$ cat src/rtl/cpu_pkg.sv
// Shared types and constants for the 8-bit core control sequencer.
// Holds the opcode and FSM state encodings, the branch target table and
// small opcode-classification helpers used by ctrl_fsm.
package cpu_pkg;

   localparam int PC_W  = 8;   // program counter width, wraps modulo 2^PC_W
   localparam int IMM_W = 5;   // immediate field width, zero-extended to 8 bits

   // Opcode field ir[8:5]; every 4-bit code is named so casts stay in range.
   typedef enum logic [3:0] {
      OP_ADD   = 4'b0000,
      OP_SHL   = 4'b0001,
      OP_SHR   = 4'b0010,
      OP_MOV   = 4'b0011,
      OP_OR    = 4'b0100,
      OP_XOR   = 4'b0101,
      OP_AND   = 4'b0110,
      OP_ADDI  = 4'b0111,
      OP_BNE   = 4'b1000,
      OP_BEQ   = 4'b1001,
      OP_MOVI  = 4'b1010,
      OP_ILL_B = 4'b1011,
      OP_ILL_C = 4'b1100,
      OP_CMP   = 4'b1101,
      OP_HALT  = 4'b1110,
      OP_NOP   = 4'b1111
   } op_t;

   typedef enum logic [2:0] {
      S_IDLE,
      S_FETCH,
      S_DECODE,
      S_EXEC,
      S_WB,
      S_HALT
   } state_t;

   // Branch targets selected by ir[1:0] when a branch is taken.
   localparam logic [PC_W-1:0] BR_LUT [4] = '{
      PC_W'(8'h10), PC_W'(8'h20), PC_W'(8'h30), PC_W'(8'h00)
   };

   // Opcodes that strobe the register-file write port in WB.
   function automatic logic op_writes(input op_t op);
      return (op inside {OP_ADD, OP_SHL, OP_SHR, OP_MOV,
                         OP_OR, OP_XOR, OP_AND, OP_ADDI, OP_MOVI});
   endfunction

   // Opcodes whose ALU shift/carry output is captured for the next operation.
   function automatic logic op_updates_carry(input op_t op);
      return (op inside {OP_ADD, OP_SHL, OP_SHR, OP_ADDI});
   endfunction

endpackage

$ cat src/rtl/branch_lut.sv
// Branch target lookup: maps the 2-bit branch index to a fixed PC target.
module branch_lut
   import cpu_pkg::*;
(
   input  logic [1:0]      idx,
   output logic [PC_W-1:0] target
);

   // Pure table read of the constant branch targets.
   always_comb target = BR_LUT[idx];

endmodule

$ cat src/rtl/ctrl_fsm.sv
// Multi-cycle control sequencer for the 8-bit core: FETCH, DECODE, EXEC and
// WB take one cycle each, so every instruction costs exactly four cycles.
// Optional feature macro ILLEGAL_TRAP_EN: when defined, opcodes 1011/1100
// raise a sticky err and halt; otherwise they behave as nop and err is 0.
module ctrl_fsm
   import cpu_pkg::*;
(
   input  logic            clk,
   input  logic            reset,
   input  logic            start,
   input  logic [8:0]      instr_i,
   input  logic            equal_i,
   input  logic            sc_o_i,
   output logic [PC_W-1:0] pc_o,
   output logic [3:0]      alu_cmd,
   output logic [2:0]      ra_addr,
   output logic [2:0]      rb_addr,
   output logic            use_imm,
   output logic [7:0]      imm_o,
   output logic            sc_i,
   output logic [2:0]      wr_addr,
   output logic            wr_en,
   output logic            done,
   output logic            err
);

   state_t          state_q,   state_d;
   logic [PC_W-1:0] pc_q,      pc_d;
   logic [8:0]      ir_q,      ir_d;
   op_t             op_q,      op_d;
   logic [2:0]      ra_q,      ra_d;
   logic [2:0]      rb_q,      rb_d;
   logic [7:0]      imm_q,     imm_d;
   logic            use_imm_q, use_imm_d;
   logic            write_q,   write_d;
   logic [2:0]      wr_addr_q, wr_addr_d;
   logic            eq_q,      eq_d;
   logic            sc_q,      sc_d;
`ifdef ILLEGAL_TRAP_EN
   logic            err_q,     err_d;
`endif

   op_t             dec_op;
   logic [PC_W-1:0] br_target;

   assign dec_op = op_t'(ir_q[8:5]);

   branch_lut u_branch_lut (
      .idx    (ir_q[1:0]),
      .target (br_target)
   );

   // Next-state, decode and PC sequencing for the four-cycle instruction flow.
   always_comb begin
      // NOTE: every _d gets a hold default first so no path infers a latch.
      state_d   = state_q;
      pc_d      = pc_q;
      ir_d      = ir_q;
      op_d      = op_q;
      ra_d      = ra_q;
      rb_d      = rb_q;
      imm_d     = imm_q;
      use_imm_d = use_imm_q;
      write_d   = write_q;
      wr_addr_d = wr_addr_q;
      eq_d      = eq_q;
      sc_d      = sc_q;
`ifdef ILLEGAL_TRAP_EN
      err_d     = err_q;
`endif

      unique case (state_q)
         S_IDLE, S_HALT: begin
            if (start) begin
               state_d = S_FETCH;
               pc_d    = '0;
            end
         end
         S_FETCH: begin
            ir_d    = instr_i;
            state_d = S_DECODE;
         end
         S_DECODE: begin
            op_d      = dec_op;
            ra_d      = ir_q[4:2];
            rb_d      = {1'b0, ir_q[1:0]};
            imm_d     = {{(8-IMM_W){1'b0}}, ir_q[IMM_W-1:0]};
            use_imm_d = (dec_op == OP_ADDI) || (dec_op == OP_MOVI);
            write_d   = op_writes(dec_op);
            unique case (dec_op)
               OP_MOV:           wr_addr_d = {1'b0, ir_q[1:0]};
               OP_ADDI, OP_MOVI: wr_addr_d = 3'd0;
               default:          wr_addr_d = ir_q[4:2];
            endcase
            state_d = S_EXEC;
         end
         S_EXEC: begin
            eq_d = equal_i;
            if (op_updates_carry(op_q)) sc_d = sc_o_i;
            state_d = S_WB;
         end
         S_WB: begin
            pc_d    = pc_q + PC_W'(1);
            state_d = S_FETCH;
            unique case (op_q)
               OP_BNE:  if (!eq_q) pc_d = br_target;
               OP_BEQ:  if (eq_q)  pc_d = br_target;
               OP_HALT: begin
                  pc_d    = pc_q;
                  state_d = S_HALT;
               end
`ifdef ILLEGAL_TRAP_EN
               OP_ILL_B, OP_ILL_C: begin
                  pc_d    = pc_q;
                  err_d   = 1'b1;
                  state_d = S_HALT;
               end
`endif
               default: ;
            endcase
         end
         default: state_d = S_IDLE;
      endcase
   end

   // State and datapath registers with synchronous active-high reset.
   always_ff @(posedge clk) begin
      // NOTE: non-blocking assignments so every flop samples pre-edge values.
      if (reset) begin
         state_q   <= S_IDLE;
         pc_q      <= '0;
         ir_q      <= '0;
         op_q      <= OP_NOP;
         ra_q      <= '0;
         rb_q      <= '0;
         imm_q     <= '0;
         use_imm_q <= 1'b0;
         write_q   <= 1'b0;
         wr_addr_q <= '0;
         eq_q      <= 1'b0;
         sc_q      <= 1'b0;
`ifdef ILLEGAL_TRAP_EN
         err_q     <= 1'b0;
`endif
      end else begin
         state_q   <= state_d;
         pc_q      <= pc_d;
         ir_q      <= ir_d;
         op_q      <= op_d;
         ra_q      <= ra_d;
         rb_q      <= rb_d;
         imm_q     <= imm_d;
         use_imm_q <= use_imm_d;
         write_q   <= write_d;
         wr_addr_q <= wr_addr_d;
         eq_q      <= eq_d;
         sc_q      <= sc_d;
`ifdef ILLEGAL_TRAP_EN
         err_q     <= err_d;
`endif
      end
   end

   assign pc_o    = pc_q;
   assign alu_cmd = op_q;
   assign ra_addr = ra_q;
   assign rb_addr = rb_q;
   assign use_imm = use_imm_q;
   assign imm_o   = imm_q;
   assign sc_i    = sc_q;
   assign wr_addr = wr_addr_q;
   assign wr_en   = (state_q == S_WB) && write_q;
   assign done    = (state_q == S_HALT);
`ifdef ILLEGAL_TRAP_EN
   assign err     = err_q;
`else
   assign err     = 1'b0;
`endif

endmodule

$ cat config.mk
export PLATFORM = sky130hd
export DESIGN_NAME = ctrl_fsm
export DESIGN_NICKNAME = d
export VERILOG_FILES = /design/src/rtl/cpu_pkg.sv /design/src/rtl/branch_lut.sv /design/src/rtl/ctrl_fsm.sv
export SDC_FILE = /design/constraint.sdc
export NUM_CORES = 1
export LEC_CHECK = 0
export ABC_AREA = 1
export BUFFER_PORTS_ARGS = -buffer_cell sky130_fd_sc_hd__buf_2
export CAP_MARGIN = 30
export CORE_MARGIN = 3
export CORE_UTILIZATION = 50
export CTS_CLUSTER_DIAMETER = 50
export DETAILED_ROUTE_END_ITERATION = 10
export GPL_ROUTABILITY_DRIVEN = 0
export PLACE_DENSITY = 0.82
export SKIP_LAST_GASP = 1
export SYNTH_ARGS = -nofsm -noshare
export SYNTH_HDL_FRONTEND = slang
export SYNTH_SLANG_ARGS = --single-unit
$ cat constraint.sdc
create_clock -name clk -period 3.55 [get_ports clk]
set_input_delay 0.1775 -clock clk [delete_from_list [all_inputs] [get_ports clk]]
set_output_delay 0.1775 -clock clk [all_outputs]
set_load 0.01 [all_outputs]
==> flow_summary.json <==
{
  "synth_edf_count": 0,
  "synth_most_common_cell": "nand2_1",
  "synthMuxAreaShare_pct": 0,
  "synthCells": 238,
  "coreArea_um2": 3180,
  "finalClockSkew_ps": 6.02,
  "cts.sinks": 36,
  "grt_max_degree": 23,
  "synth_area_leaders": "dfxtp_1 42%, nand2_1 12%, a21oi_1 6.7%",
  "cp-startpoint": "state_q[1]",
  "hold_viol": 0,
  "fmax_mhz": 663,
  "drv_cap": 0,
  "worstPathRequired_ps": 3830,
  "fin_crit_ps": 1510,
  "cts_setup_buffers": 0,
  "pre_cts_slack_ps": 2080,
  "worst-path-max-fanout": 14,
  "diodes": 0,
  "rsz0062_at_grt": "no",
  "clockRootBuffer": "clkbuf_4",
  "met2WireLength_mm": 1.62,
  "period_share_pct": 42.5,
  "reg2reg_to": "wr_addr[0]",
  "cts.path.max_buffers": 2,
  "reg2reg_depth": 8,
  "synth_area_um2": 1720,
  "areaGrowthSynthToFinish_pct": 14.1,
  "ys_types": 31,
  "post_cts_resized": 0,
  "synth_top_family_by_area": "simple AND/OR/NAND/NOR gates",
  "dieArea_um2": 4180,
  "cp-end-kind": "flip-flop",
  "p_leak_nw": 0.913,
  "firstDrtPassIters": 4,
  "numCtsBuffers": 5,
  "rrSetupSlack_ps": 2040,
  "pin_count": 48,
  "worst_ep_arrival_time_ps": 1790,
  "yosysSeqAreaShare_pct": 41.9,
  "fill_cells": 320,
  "ant_nets": 0,
  "endpoint": "wr_addr[0]",
  "slew_violations": 0,
  "hpwl_mm": 2.82,
  "grt_pass1_vias": 1391,
  "row_count": 20,
  "drive_above_1_share_pct": 22.8,
  "synth-async-reset-ratio_pct": 0,
  "synthAdderAreaFrac_pct": 2.18,
  "ys_dominant_reg_cell": "dfxtp_1",
  "initial_utilization_pct": 54.1,
  "regToRegStartpoint": "state_q[1]",
  "irDropWorstVdd_uv": 313,
  "die_x_um": 64.7,
  "worst_slack_ps": 2040,
  "outcome": "completed",
  "synth_xor_area_share_pct": 1.02,
  "synth-compound-area-share_pct": 15.6,
  "met3_length_um": 255,
  "path_class": "flip-flop to flip-flop",
  "netlist.area_leader.share_pct": 41.9,
  "final_cells": 320,
  "yosys.area_share.simple_pct": 27.0,
  "via_per_inst": 5.01,
  "start_kind": "flip-flop",
  "grt_util_all_layers_pct": 19.3,
  "cts_tree": "done",
  "wire_per_inst_um": 11.6,
  "clkTransAtPathRegs_ps": 110,
  "top_layer": "met4",
  "cts_max_level": 2,
  "setup_tns_ps": 0,
  "clk_latency_ps": 340,
  "hold_class": "input port to flip-flop",
  "setup_violations": 0,
  "powerDensity_nw_per_um2": 438,
  "route.detailed.drc": 0,
  "die_h_um": 64.7,
  "vias": 1602,
  "antenna_found_initial": 0,
  "nNetsFinal": 292,
  "ys_seq_elements": 36,
  "synth_area_leader_cell": "dfxtp_1",
  "power_w": 0.000860,
  "grt_pass1_wl_mm": 6.24,
  "yosysWarnings": 0,
  "numPlacedInstances": 312,
  "yosys-top-cells-count": "55 x nand2_1, 36 x dfxtp_1, 23 x a21oi_1, 23 x nor2_1, 20 x inv_1",
  "portBuffers": 42,
  "grt_overflow": 0,
  "drt-total-wl_mm": 3.71,
  "drt-met1-wl_mm": 1.79,
  "holdBufCountCts": 0,
  "dr.first_iter.drc_count": 91,
  "syn_area_per_cell_um2": 7.23
}
[state kept, by name (all words and copies together) (netlist names)]
register  cells
sc_i          1
ra_addr       3
write_q       1
use_imm       1
ir_q          9
state_q       3
imm_o         2
eq_q          1
alu_cmd       4
pc_o          8
wr_addr       3
[cell type report]
cell class	count	area, µm²	area share, %
multi-input combinational	165	807	41.1
sequential	36	721	36.7
timing repair buffer	42	210	10.7
inverter	25	93.8	4.78
tap	44	55.1	2.80
clock buffer	6	41.3	2.10
clock inverter	2	35.0	1.78
[through the flow]
step                      cell area, µm²  hold WS [ps]  util, %
after global routing                1960          85.8     61.8
after global placement              1890           458     59.4
after CTS                           1960          92.6     61.8
after detailed placement            1890           460     59.4
final                               1960           102     61.8
after floorplan                     1740           276        -
[cells by family (layout without fill, tap and decap cells)]
logic type	after synthesis	count (layout)
AND/OR/NAND/NOR	107	107
other	1	5
flip-flops	36	36
adder cells (fa/ha/maj)	3	3
AO/OA/AOI/OAI	48	48
buffers and inverters	41	75
XOR/XNOR	2	2
[layout by cell type (no fill, tap or decap), types with 3 or more instances in the layout]
cell type	count
a21oi_1	23
buf_2	42
clkbuf_4	5
conb_1	5
dfxtp_1	36
ha_1	3
inv_1	20
inv_2	5
nand2_1	55
nand2_2	4
nand3_1	18
nor2_1	23
o21ai_0	13
[report_power, final]
group / leakage [nW] / switching, W / internal, W
sequential: 0.293 / 0.0000236 / 0.000428
clock: 0.0422 / 0.000135 / 0.000148
combinational: 0.578 / 0.0000826 / 0.0000436
total: 0.913 / 0.000241 / 0.000619
[metal layers]
metal	vias to the layer above	global-route usage [%]
li1	834	-
met1	714	26.5
met2	49	28.5
met3	5	6.24
met4	0	6.33
met5	-	0
[worst max-delay path, stage by stage (launching register included)]
cell and delay (ps):
dfxtp_1 410, inv_2 110, nor2_4 130, nand2_2 190, inv_2 220, nand2_1 90, o21ai_0 160, nor2_1 60
nor2_1 80
[how the worst min path moves through the flow]
| stage | start | endpoint | slack [ps] | cells past startpoint |
|---|---|---|---|---|
| after CTS | instr_i[6] | ir_q[6] | 90 | 3 |
| after global routing | instr_i[6] | ir_q[6] | 90 | 3 |
| final | instr_i[6] | ir_q[6] | 100 | 3 |
| after global placement | equal_i | eq_q | 460 | 3 |
| after detailed placement | equal_i | eq_q | 460 | 3 |
| after floorplan | reset | alu_cmd[3] | 280 | 1 |
Note: power is estimated with default switching activity, not from simulation.
